File: src/rtl/eth_tlp_rrarb_if.sv
// Handshake bundle between the two FWFT source FIFOs, the arbiter
// and the arb->encap output FIFO.
interface eth_tlp_rrarb_if;
  logic [73:0] fifo0_dout;
  logic        fifo0_empty;
  logic        fifo0_rd_en;
  logic [73:0] fifo1_dout;
  logic        fifo1_empty;
  logic        fifo1_rd_en;
  logic [75:0] din;
  logic        wr_en;
  logic        full;

  modport master (
    input  fifo0_dout,
    input  fifo0_empty,
    output fifo0_rd_en,
    input  fifo1_dout,
    input  fifo1_empty,
    output fifo1_rd_en,
    output din,
    output wr_en,
    input  full
  );

  modport slave (
    output fifo0_dout,
    output fifo0_empty,
    input  fifo0_rd_en,
    output fifo1_dout,
    output fifo1_empty,
    input  fifo1_rd_en,
    input  din,
    input  wr_en,
    output full
  );
endinterface

File: src/rtl/eth_tlp_rrarb.sv
// Packet-granular round-robin merge of the CQ/CC TLP tap FIFOs into the
// encap FIFO, with runaway-packet truncation and per-source statistics.
module eth_tlp_rrarb #(
  parameter int unsigned MAX_BEATS = 64,
  parameter int unsigned CNT_WIDTH = 32
) (
  input  logic                 clk156,
  input  logic                 sys_rst_n,
  eth_tlp_rrarb_if.master      bus,
  output logic [CNT_WIDTH-1:0] pkt_cnt0,
  output logic [CNT_WIDTH-1:0] pkt_cnt1,
  output logic [CNT_WIDTH-1:0] trunc_cnt,
  output logic                 busy
);

  typedef enum logic [1:0] {
    IDLE,
    XFER,
    DRAIN
  } state_e;

  localparam logic [15:0] LAST_BEAT = 16'(MAX_BEATS - 1);
  localparam logic [CNT_WIDTH-1:0] ONE = CNT_WIDTH'(1);

  state_e               state_q, state_d;
  logic                 sel_q, sel_d;
  logic                 last_q, last_d;
  logic [15:0]          beat_q, beat_d;
  logic [CNT_WIDTH-1:0] pc0_q, pc0_d;
  logic [CNT_WIDTH-1:0] pc1_q, pc1_d;
  logic [CNT_WIDTH-1:0] tc_q, tc_d;

  logic [73:0] word;
  logic        src_empty;
  logic        force_end;
  logic        pop;
  logic        wr;

  always_ff @(posedge clk156 or negedge sys_rst_n) begin
    if (!sys_rst_n) begin
      state_q <= IDLE;
      sel_q   <= 1'b0;
      last_q  <= 1'b1;
      beat_q  <= '0;
      pc0_q   <= '0;
      pc1_q   <= '0;
      tc_q    <= '0;
    end else begin
      state_q <= state_d;
      sel_q   <= sel_d;
      last_q  <= last_d;
      beat_q  <= beat_d;
      pc0_q   <= pc0_d;
      pc1_q   <= pc1_d;
      tc_q    <= tc_d;
    end
  end

  always_comb begin
    state_d = state_q;
    sel_d   = sel_q;
    last_d  = last_q;
    beat_d  = beat_q;
    pc0_d   = pc0_q;
    pc1_d   = pc1_q;
    tc_d    = tc_q;
    pop     = 1'b0;
    wr      = 1'b0;

    word      = sel_q ? bus.fifo1_dout : bus.fifo0_dout;
    src_empty = sel_q ? bus.fifo1_empty : bus.fifo0_empty;
    force_end = (beat_q == LAST_BEAT) && !word[73];

    unique case (state_q)
      IDLE: begin
        if (!bus.fifo0_empty || !bus.fifo1_empty) begin
          // Tie goes to whoever did not finish the previous packet.
          if (!bus.fifo0_empty && !bus.fifo1_empty)
            sel_d = ~last_q;
          else
            sel_d = bus.fifo0_empty;
          state_d = XFER;
        end
      end
      XFER: begin
        pop = !src_empty && !bus.full;
        wr  = pop;
        if (pop) begin
          beat_d = beat_q + 16'd1;
          if (word[73] || force_end) begin
            beat_d = '0;
            last_d = sel_q;
            if (sel_q)
              pc1_d = pc1_q + ONE;
            else
              pc0_d = pc0_q + ONE;
            if (word[73]) begin
              state_d = IDLE;
            end else begin
              tc_d    = tc_q + ONE;
              state_d = DRAIN;
            end
          end
        end
      end
      DRAIN: begin
        pop = !src_empty;
        if (pop && word[73])
          state_d = IDLE;
      end
      default: state_d = IDLE;
    endcase
  end

  assign bus.fifo0_rd_en = pop && !sel_q;
  assign bus.fifo1_rd_en = pop && sel_q;
  assign bus.wr_en       = wr;
  assign bus.din = {
    sel_q ? 2'b10 : 2'b01,
    word[73] | force_end,
    word[72] | force_end,
    word[71:0]
  };

  assign pkt_cnt0  = pc0_q;
  assign pkt_cnt1  = pc1_q;
  assign trunc_cnt = tc_q;
  assign busy      = (state_q != IDLE);

endmodule

File: src/flat_wrapper.sv
// flat-port wrapper written by rule: the top's interface ports become plain ports
module eth_tlp_rrarb_flat 
#(
  parameter int unsigned MAX_BEATS = 64,
  parameter int unsigned CNT_WIDTH = 32
)
  (clk156, sys_rst_n, pkt_cnt0, pkt_cnt1, trunc_cnt, busy, bus_fifo0_dout, bus_fifo0_empty, bus_fifo0_rd_en, bus_fifo1_dout, bus_fifo1_empty, bus_fifo1_rd_en, bus_din, bus_wr_en, bus_full);
  eth_tlp_rrarb_if bus_i ();
  input  logic clk156;
  input  logic sys_rst_n;
  output logic [CNT_WIDTH-1:0] pkt_cnt0;
  output logic [CNT_WIDTH-1:0] pkt_cnt1;
  output logic [CNT_WIDTH-1:0] trunc_cnt;
  output logic busy;
  input wire logic [$bits(bus_i.fifo0_dout)-1:0] bus_fifo0_dout;
  input wire logic [$bits(bus_i.fifo0_empty)-1:0] bus_fifo0_empty;
  output wire logic [$bits(bus_i.fifo0_rd_en)-1:0] bus_fifo0_rd_en;
  input wire logic [$bits(bus_i.fifo1_dout)-1:0] bus_fifo1_dout;
  input wire logic [$bits(bus_i.fifo1_empty)-1:0] bus_fifo1_empty;
  output wire logic [$bits(bus_i.fifo1_rd_en)-1:0] bus_fifo1_rd_en;
  output wire logic [$bits(bus_i.din)-1:0] bus_din;
  output wire logic [$bits(bus_i.wr_en)-1:0] bus_wr_en;
  input wire logic [$bits(bus_i.full)-1:0] bus_full;
  assign bus_i.fifo0_dout = bus_fifo0_dout;
  assign bus_i.fifo0_empty = bus_fifo0_empty;
  assign bus_fifo0_rd_en = bus_i.fifo0_rd_en;
  assign bus_i.fifo1_dout = bus_fifo1_dout;
  assign bus_i.fifo1_empty = bus_fifo1_empty;
  assign bus_fifo1_rd_en = bus_i.fifo1_rd_en;
  assign bus_din = bus_i.din;
  assign bus_wr_en = bus_i.wr_en;
  assign bus_i.full = bus_full;
  eth_tlp_rrarb #(.MAX_BEATS(MAX_BEATS), .CNT_WIDTH(CNT_WIDTH)) u_core (.clk156(clk156), .sys_rst_n(sys_rst_n), .bus(bus_i), .pkt_cnt0(pkt_cnt0), .pkt_cnt1(pkt_cnt1), .trunc_cnt(trunc_cnt), .busy(busy));
endmodule
File: config.mk
export PLATFORM = sky130hd
export DESIGN_NAME = eth_tlp_rrarb_flat
export DESIGN_NICKNAME = d
export VERILOG_FILES = /design/src/rtl/eth_tlp_rrarb_if.sv /design/src/rtl/eth_tlp_rrarb.sv /design/src/flat_wrapper.sv
export SDC_FILE = /design/constraint.sdc
export NUM_CORES = 1
export LEC_CHECK = 0
export BUFFER_PORTS_ARGS = -buffer_cell sky130_fd_sc_hd__clkbuf_2
export CORE_AREA = 2 2 129 131
export CTS_BUF_LIST = sky130_fd_sc_hd__clkbuf_8 sky130_fd_sc_hd__clkbuf_16
export CTS_CLUSTER_DIAMETER = 60
export DETAILED_ROUTE_END_ITERATION = 8
export DIE_AREA = 0 0 131 133
export GPL_TIMING_DRIVEN = 0
export PLACE_DENSITY = 0.74
export REMOVE_ABC_BUFFERS = 1
export SYNTH_ARGS = -nofsm -noshare
export SYNTH_HDL_FRONTEND = slang
export SYNTH_SLANG_ARGS = --single-unit
File: constraint.sdc
create_clock -name clk156 -period 5.7 [get_ports clk156]
set_input_delay 0.855 -clock clk156 [delete_from_list [all_inputs] [get_ports clk156]]
set_output_delay 0.855 -clock clk156 [all_outputs]
set_load 0.02 [all_outputs]
==> results by stage, run 1 <==
Worst hold path:
- The path category of the worst min-delay check is primary input to async pin.

Timing:
- The relative slew slack is 0.345.
- For the pin with the worst max-slew slack, the measured transition is 0.981 ns.
- The clock skew is roughly 0.0073 ns.
- Setup repair after global routing left no endpoint under its margin.
- Derived from the worst setup path, the maximum achievable clock frequency is around 260 MHz.
- Counting I/O delays and the setup requirement, the final critical path takes roughly 4 ns.
- The max-slew violation count was 0.
- The final-report setup violation count is 0.
- The share of the clock period used by the worst path after layout is 0.686.
- The total count of hold-check failures in the final report is 0.

Placement:
- The detailed-placement wirelength estimate is 16500 um.
- Routability-driven placement finished with a final weighted congestion of 0.782.
- During placement, the flow inserted port buffers numbering 328.
- Summing all placed instances gives a cell area of 8550 um2.
- The total instance count after detailed placement is around 1.2k.

Finish:
- The layout net count is 1123.
- The relative area change from synthesis to final layout is 38.3%.
- The final standard cell area without fillers is 9190 um2.
- For this run, the number of standard cells in the final layout without fillers is 1197.
- The library cell used most frequently in the layout, excluding fill and tap cells, is sky130_fd_sc_hd__clkbuf_2.
- Leaving out fill and tap cells, the most frequent cells in the layout are sky130_fd_sc_hd__clkbuf_2 (327), sky130_fd_sc_hd__dfrtp_1 (114), sky130_fd_sc_hd__mux2_2 (78).
- The fraction of layout cells with a size suffix above 1 is 0.467.
- The fill cell total of the finished layout is about 1.4k.

GRT:
- In the global route stage, overall resource usage came out at 0.241.
- The initial antenna violation count came to 2.
- After global routing the overflow that remains totals 0.
- Entering global routing, the biggest net connects 111 pins.
- The first global-routing pass estimated between 30000 and 40000 um of wire.
- The via count of the first global-routing pass was 5905.

Clock network:
- In this run, CTS created clock tree buffers numbering 17.
- The clock-pin transition on the worst setup and hold timing paths is 0.05 ns.
- The longest clock path from root to sink contains 2 buffers.
- TritonCTS built the clock tree.
- Once the clock tree was built, the resizer swapped 0 gates to a different size.
- Buffers inserted to repair hold after CTS numbered 0.
- The clock reaches the later pin of the worst-skew pair after 0.41 ns.
- The root buffer cell chosen for the clock tree is sky130_fd_sc_hd__clkbuf_16.
- The count of buffers added by post-CTS timing repair for setup is 0.
- The clock tree synthesis step divided the H-tree into 4 levels.
- The count of clock tree sinks is 116.

Power:
- The analysis attributes to cell leakage a power of 4.72 nW.
- The internal portion of the total power is 2.10 mW.
- The switching power summed over all nets is 1.12 mW.
- The part of the total power dissipated in sequential elements is 0.303.
- In this run the power density over the cells is 351 nW/um2.
- The clock network fraction of design power is 0.354.
- The fraction of power spent switching nets is 0.349.
- Across the VDD grid, the largest voltage drop is 222 uV.
- The share of total power dissipated in combinational logic is 0.343.

Floorplan:
- The die width is between 100 and 150 um.
- The floorplan has 47 rows.
- In this run the count of I/O pins placed on the die edge is 329.
- In this run the standard cell core region covers 16200 um2.
- The initial utilization of the core area, before any placement, comes to 0.411.
- The floorplan step defined a die boundary enclosing 17400 um2.
- The die is 133 um tall.

Worst setup path:
- For the worst setup path, the data required time is 6.03 ns.
- The flop-to-flop setup slack is about 1.8 ns.
- The largest fanout on the critical path is 46.
- STA classifies the critical path endpoint as a register.
- The critical path startpoint is u_core.sel_q.
- The endpoint of the lowest-slack register-to-register path is u_core.trunc_cnt[20].
- Traced cell by cell, the critical path runs through mux2i_1, nand2_1, inv_1, nand4_1, nor4_1, xor2_1.
- The startpoint of the lowest-slack register-to-register path is u_core.sel_q.
- The largest individual stage delay along the critical path comes from the cell sky130_fd_sc_hd__dfrtp_4.
- The worst reg-to-reg path cell count is 6.
- On the worst path, the slowest cell contributes a delay of 0.80 ns.
- The startpoint kind of the worst setup timing path is a register.
- The worst setup path is of the register to register kind.
- The arrival time at the worst endpoint is between 4 and 5 ns.

Synth:
- The compound-gate portion of the synthesized area came to 0.0516.
- The share of the Yosys chip area taken by registers is 0.437.
- After synthesis, the netlist uses 47 different library cells.
- In this run, synthesis inferred 0 flip-flops with an integrated enable.
- The arithmetic-cell share of the synthesized area counting full adders, half adders and majority gates is 0.0151.
- The cell count after synthesis is about 640.
- During synthesis, Yosys emitted a total of 0 warnings.
- Counting flops and latches in the post-synthesis netlist gives around 120.
- The netlist area before placement is 6650 um2.
- The average size of a mapped cell is about 10 um2.
- The fraction of synthesized cell area in xor and xnor cells is 0.132.
- After synthesis, the share of flip-flops with an asynchronous set or reset is 1.00.
- The most common flop cell mapped by yosys is sky130_fd_sc_hd__dfrtp_1.
- The portion of netlist area occupied by mux cells is 0.138.
- The basic-gate share of the synthesized area counting and, or, nand and nor cells is 0.198.
- The dominant combinational cell family by area after synthesis is simple AND/OR/NAND/NOR gates.

Routing:
- Before antenna repair, the detailed router went through 4 iterations.
- After detailed routing, the average wire length per cell comes to 17.5 um.
- The residual DRC count is 0.
- In the routed layout, each cell is associated on average with a via count of 5.11.
- For this block, the initial DRC count from the detailed router was 330.
- The wire length after detailed routing is between 20000 and 25000 um.
- Across all layers, the routed design uses 6122 vias.
- The count of antenna-violating nets left after detailed routing is 0.

Run:
- The number of violations of the max-capacitance limit is 0.

Outcome:
- The flow ran to the end, and the final reports show no timing, DRC or antenna violations.
[layout make-up]
cell class                 count  area [um2]  area share
clock buffer                  21         480      0.0523
timing repair buffer         332        1720       0.188
multi-input combinational    474        3560       0.387
antenna                        2        5.00    0.000545
sequential                   116        2910       0.316
clock inverter                11         158      0.0172
inverter                      21        78.8     0.00858
tap                          220         275      0.0300
[stage by stage]
step / TNS, ns / power (mW) / utilization / hold slack (ns) / worst slack [ns]
5_1_grt: 0 / 3.35 / 0.568 / 0.243 / 1.37
2_1_floorplan: 0 / 1.68 / - / 0.439 / 0.711
3_5_place_dp: 0 / 2.10 / 0.528 / 0.464 / 1.66
3_3_place_gp: -13.65 / 2.10 / 0.523 / 0.451 / -0.609
6_report: 0 / 3.22 / 0.568 / 0.254 / 1.79
4_1_cts: 0 / 3.25 / 0.568 / 0.236 / 1.80
[synthesized netlist by cell type, types with 2 or more instances]
library cell	n	area, um2
sky130_fd_sc_hd__a2111oi_4	6	165
sky130_fd_sc_hd__a21oi_1	2	10.0
sky130_fd_sc_hd__and2_1	2	12.5
sky130_fd_sc_hd__and3_1	13	81.3
sky130_fd_sc_hd__and4_1	4	35.0
sky130_fd_sc_hd__buf_6	2	22.5
sky130_fd_sc_hd__clkbuf_1	19	71.3
sky130_fd_sc_hd__dfrtp_1	115	2880
sky130_fd_sc_hd__ha_1	8	100
sky130_fd_sc_hd__inv_1	21	78.8
sky130_fd_sc_hd__mux2_2	78	878
sky130_fd_sc_hd__mux2i_1	4	40.0
sky130_fd_sc_hd__nand2_1	59	221
sky130_fd_sc_hd__nand3_1	34	170
sky130_fd_sc_hd__nand4_1	33	206
sky130_fd_sc_hd__nand4b_1	2	17.5
sky130_fd_sc_hd__nor2_1	38	143
sky130_fd_sc_hd__nor2b_1	2	12.5
sky130_fd_sc_hd__nor3_1	22	110
sky130_fd_sc_hd__nor4_1	25	156
sky130_fd_sc_hd__nor4b_1	2	17.5
sky130_fd_sc_hd__o2111a_1	2	22.5
sky130_fd_sc_hd__o21ai_0	13	65.1
sky130_fd_sc_hd__o31ai_1	2	15.0
sky130_fd_sc_hd__or3_1	3	18.8
sky130_fd_sc_hd__or4_1	4	30.0
sky130_fd_sc_hd__or4_4	2	22.5
sky130_fd_sc_hd__xnor2_1	51	447
sky130_fd_sc_hd__xor2_1	49	429
[state kept, by name, summed over array words and instances, names as in the netlist]
name,count
u_core.trunc_cnt,32
u_core.pkt_cnt0,32
u_core.pkt_cnt1,32
u_core.state_q,2
u_core.sel_q,1
u_core.beat_q,16
u_core.last_q,1
[cell families (layout without fill, tap and decap cells)]
| family | Yosys count | count (layout) |
|---|---|---|
| mux | 82 | 82 |
| compound gates | 33 | 33 |
| simple gates | 251 | 251 |
| fa+ha+maj | 8 | 8 |
| other cells | 0 | 2 |
| buf+inv | 45 | 385 |
| xor+xnor | 100 | 100 |
| flops | 116 | 116 |
[power groups by stage]
stage          logic, mW  clock network [mW]  registers, mW
6_report            1.10                1.14          0.977
5_1_grt             1.17                1.19          0.987
4_1_cts             1.11                1.16          0.975
3_5_place_dp        1.11                   0          0.990
3_3_place_gp        1.06                   0           1.04
2_1_floorplan      0.649                   0           1.04
[worst max-delay path by stage]
stage                           endpoint  slack (ns)  depth (start not counted)
CTS                 u_core.trunc_cnt[20]        1.80                          6
global route        u_core.trunc_cnt[20]        1.37                          6
floorplan             u_core.pkt_cnt0[1]        0.71                          6
finish              u_core.trunc_cnt[20]        1.79                          6
detailed placement  u_core.trunc_cnt[20]        1.66                          7
global placement      u_core.pkt_cnt0[1]       -0.61                          6
[routing by layer]
| layer | wire, um | share of wire | up-vias | GRT usage |
|---|---|---|---|---|
| met5 | 0 | 0 | - | 0 |
| met3 | 1240 | 0.059 | 31 | 0.0522 |
| li1 | - | - | 2926 | - |
| met1 | 8420 | 0.40 | 2949 | 0.290 |
| met4 | 481 | 0.023 | 0 | 0.0910 |
| met2 | 10900 | 0.52 | 216 | 0.419 |
[worst max-delay path: cells and delay by family (launching register included)]
| family | cells | cell delay (ns) |
|---|---|---|
| flops | 1 | 0.80 |
| mux | 1 | 0.29 |
| buf+inv | 1 | 0.63 |
| xor+xnor | 1 | 0.19 |
| simple gates | 3 | 1.88 |
(Power assumes the default switching activity.)
==> run 2: changes to the inputs <==
- CORE_AREA: 2 2 129 131 -> 2 2 126 128
- DIE_AREA: 0 0 131 133 -> 0 0 128 130
- PLACE_DENSITY: 0.74 -> 0.77
- clock period: 5.7 -> 3.9 ns (I/O delays scaled with it)
==> results by stage, run 2 (synthesis results as in run 1) <==
Outcome:
- The flow ran to the end, and the final reports show no timing, DRC or antenna violations.

Routing:
- The vias after detailed routing is 6220.
- In this run the remaining antenna-violating nets after routing total 0.
- For this block, the routed nets add up to 21300 um of wire.
- The residual DRC count is 0.
- After detailed routing, the number of vias per cell comes to between 5 and 6.
- The average wire per standard cell is around 18 um.
- The number of violations reported at the end of detailed-routing iteration 0 is 380.
- The number of detailed-routing iterations run before antenna repair is 5.

Clock network:
- The clock-pin transition on the worst setup and hold timing paths is 0.06 ns.
- CTS placed an instance of sky130_fd_sc_hd__clkbuf_16 at the clock tree root.
- The total clock buffers created by CTS is 17.
- The count of buffers added by post-CTS timing repair for setup is 0.
- The clock passes through at most 2 buffers.
- Buffers inserted to repair hold after CTS numbered 0.
- The clock latency on the worst-skew pair is 0.41 ns.
- The H-tree depth is 4.
- TritonCTS built the clock tree.
- The count of clock tree sinks is 116.
- After clock tree synthesis, the repair step resized 0 gates.

Timing:
- The max-slew violation count is 0.
- For the final database, setup skew stands at 0.0125 ns.
- The final sum of negative setup slack is 0 ns.
- The total count of hold-check failures in the final report was 0.
- The final-report setup violation count is 0.
- The relative slew slack is 0.347.
- The share of the clock period used by the worst path after layout is 0.913.
- The minimum clock period is 3.56 ns.
- The maximum clock frequency is 281 MHz.
- The slew at the pin closest to its max-slew limit is 0.978 ns.
- The worst path meets setup with 0.340 ns of slack.
- Setup repair after global routing left no endpoint under its margin.

Placement:
- The HPWL after detailed placement is roughly 16000 um.
- The last weighted congestion value of the routability-driven placer is 0.850.
- The minimum setup slack after placement is roughly 0.05 ns.
- After detailed placement, the design holds a cell count of 1135.
- After detailed placement, the total cell area comes to between 8000 and 9000 um2.
- The quantity of I/O buffers inserted on ports is between 300 and 400.

Finish:
- The library cells used most frequently in the layout, excluding fill and tap cells, are sky130_fd_sc_hd__clkbuf_2 (327), sky130_fd_sc_hd__dfrtp_1 (114), sky130_fd_sc_hd__mux2_2 (78).
- In the final layout, the multi-input gates occupy 3560 um2.
- After filler insertion, the fill cell instance count of the layout stands at 1330.
- The final standard cell count with taps included and fillers excluded is 1174.
- Of the cells placed in the final design, the portion with a size suffix greater than 1 is 0.472.
- Summing all flip-flop and latch instances after layout gives approximately 2900 um2.
- The final core area utilization is 0.593.
- After routing the design area is 9150 um2.
- Leaving out fill and tap cells, the most frequent cell in the layout is sky130_fd_sc_hd__clkbuf_2.
- The layout net count is 1128.
- The relative area change from synthesis to final layout is 37.8%.

Floorplan:
- The die width is 128 um.
- The number of top-level design ports is 329.
- The area enclosed by the die boundary is 16600 um2.
- For this configuration, the core starts out at a cell density of 0.431.
- The die span in y is 130 um.
- The floorplan step defined a core boundary enclosing 15400 um2.
- In this run the core area contains 46 standard-cell rows.

Run:
- The number of violations of the max-capacitance limit is 0.

Power:
- IR analysis of the VDD net gives a maximum drop of 326 uV.
- In this run the power density over the cells is 503 nW/um2.
- The static leakage power is 4.70 nW.

Worst hold path:
- The path class of the tightest hold or removal check is primary input to async pin.

Worst setup path:
- The largest fanout on the critical path is 44.
- The worst setup path is captured at an output port.
- The arrival time at the worst endpoint is 2.98 ns.
- The kind of critical path is register to output port.
- The startpoint kind of the worst setup timing path is a register.
- Data on the critical path is required at its endpoint by 3.31 ns.

GRT:
- The first global-routing pass estimated 31800 um of wire.
- The initial antenna violation count is 2.
- The total overflow left after global routing is 0.
- Across every metal layer, demand over resource in global routing totals 0.249.
- The via count of the first global-routing pass is 5854.
- Entering global routing, the biggest net connects approximately 120 pins.
run 2: final cells by class:
type                       instances  area share
clock inverter                    13      0.0161
inverter                          21     0.00861
sequential                       116       0.318
tap                              192      0.0262
multi-input combinational        474       0.389
antenna                            2    0.000547
timing repair buffer             337       0.192
clock buffer                      19      0.0495
run 2: report_power, final:
part	switching [mW]	total, mW	leakage [nW]	internal [mW]
Sequential	0.152	1.42	1.56	1.27
Combinational	0.944	1.61	2.86	0.663
Clock	0.591	1.57	0.283	0.982
Total	1.69	4.61	4.70	2.92
run 2: worst paths after layout:
check / to / slack, ns / depth (start not counted) / startpoint
setup / recovery: bus_wr_en / 0.34 / 4 / u_core.sel_q
hold / removal: u_core.trunc_cnt[16] / 0.23 / 2 / sys_rst_n
setup reg to reg: u_core.pkt_cnt1[15] / 0.43 / 7 / u_core.sel_q
hold reg to reg: u_core.pkt_cnt1[31] / 0.47 / 1 / u_core.pkt_cnt1[31]
max in group asynchronous: u_core.sel_q / 3.16 / 2 / sys_rst_n
min in group clk156: u_core.pkt_cnt1[31] / 0.47 / 1 / u_core.pkt_cnt1[31]
run 2: per-stage QoR:
| stage | total power [mW] | hold slack (ns) |
|---|---|---|
| 6_report | 4.61 | 0.227 |
| 5_1_grt | 4.80 | 0.271 |
| 4_1_cts | 4.64 | 0.278 |
| 3_5_place_dp | 3.06 | 0.466 |
| 3_3_place_gp | 3.05 | 0.458 |
| 2_1_floorplan | 2.46 | 0.289 |
run 2: metal layers:
metal / global-route usage / vias to the layer above / share of wire
met5: 0 / - / 0
met4: 0.0827 / 0 / 0.022
met1: 0.299 / 3027 / 0.41
met2: 0.442 / 224 / 0.52
met3: 0.0615 / 33 / 0.055
li1: - / 2936 / -
run 2: worst max-delay path, cell delays in order (launching register included):
cell and delay [ns]:
sky130_fd_sc_hd__dfrtp_4 0.80, sky130_fd_sc_hd__mux2i_1 0.29, sky130_fd_sc_hd__nand2_1 0.58, sky130_fd_sc_hd__inv_1 0.61
sky130_fd_sc_hd__clkbuf_2 0.28
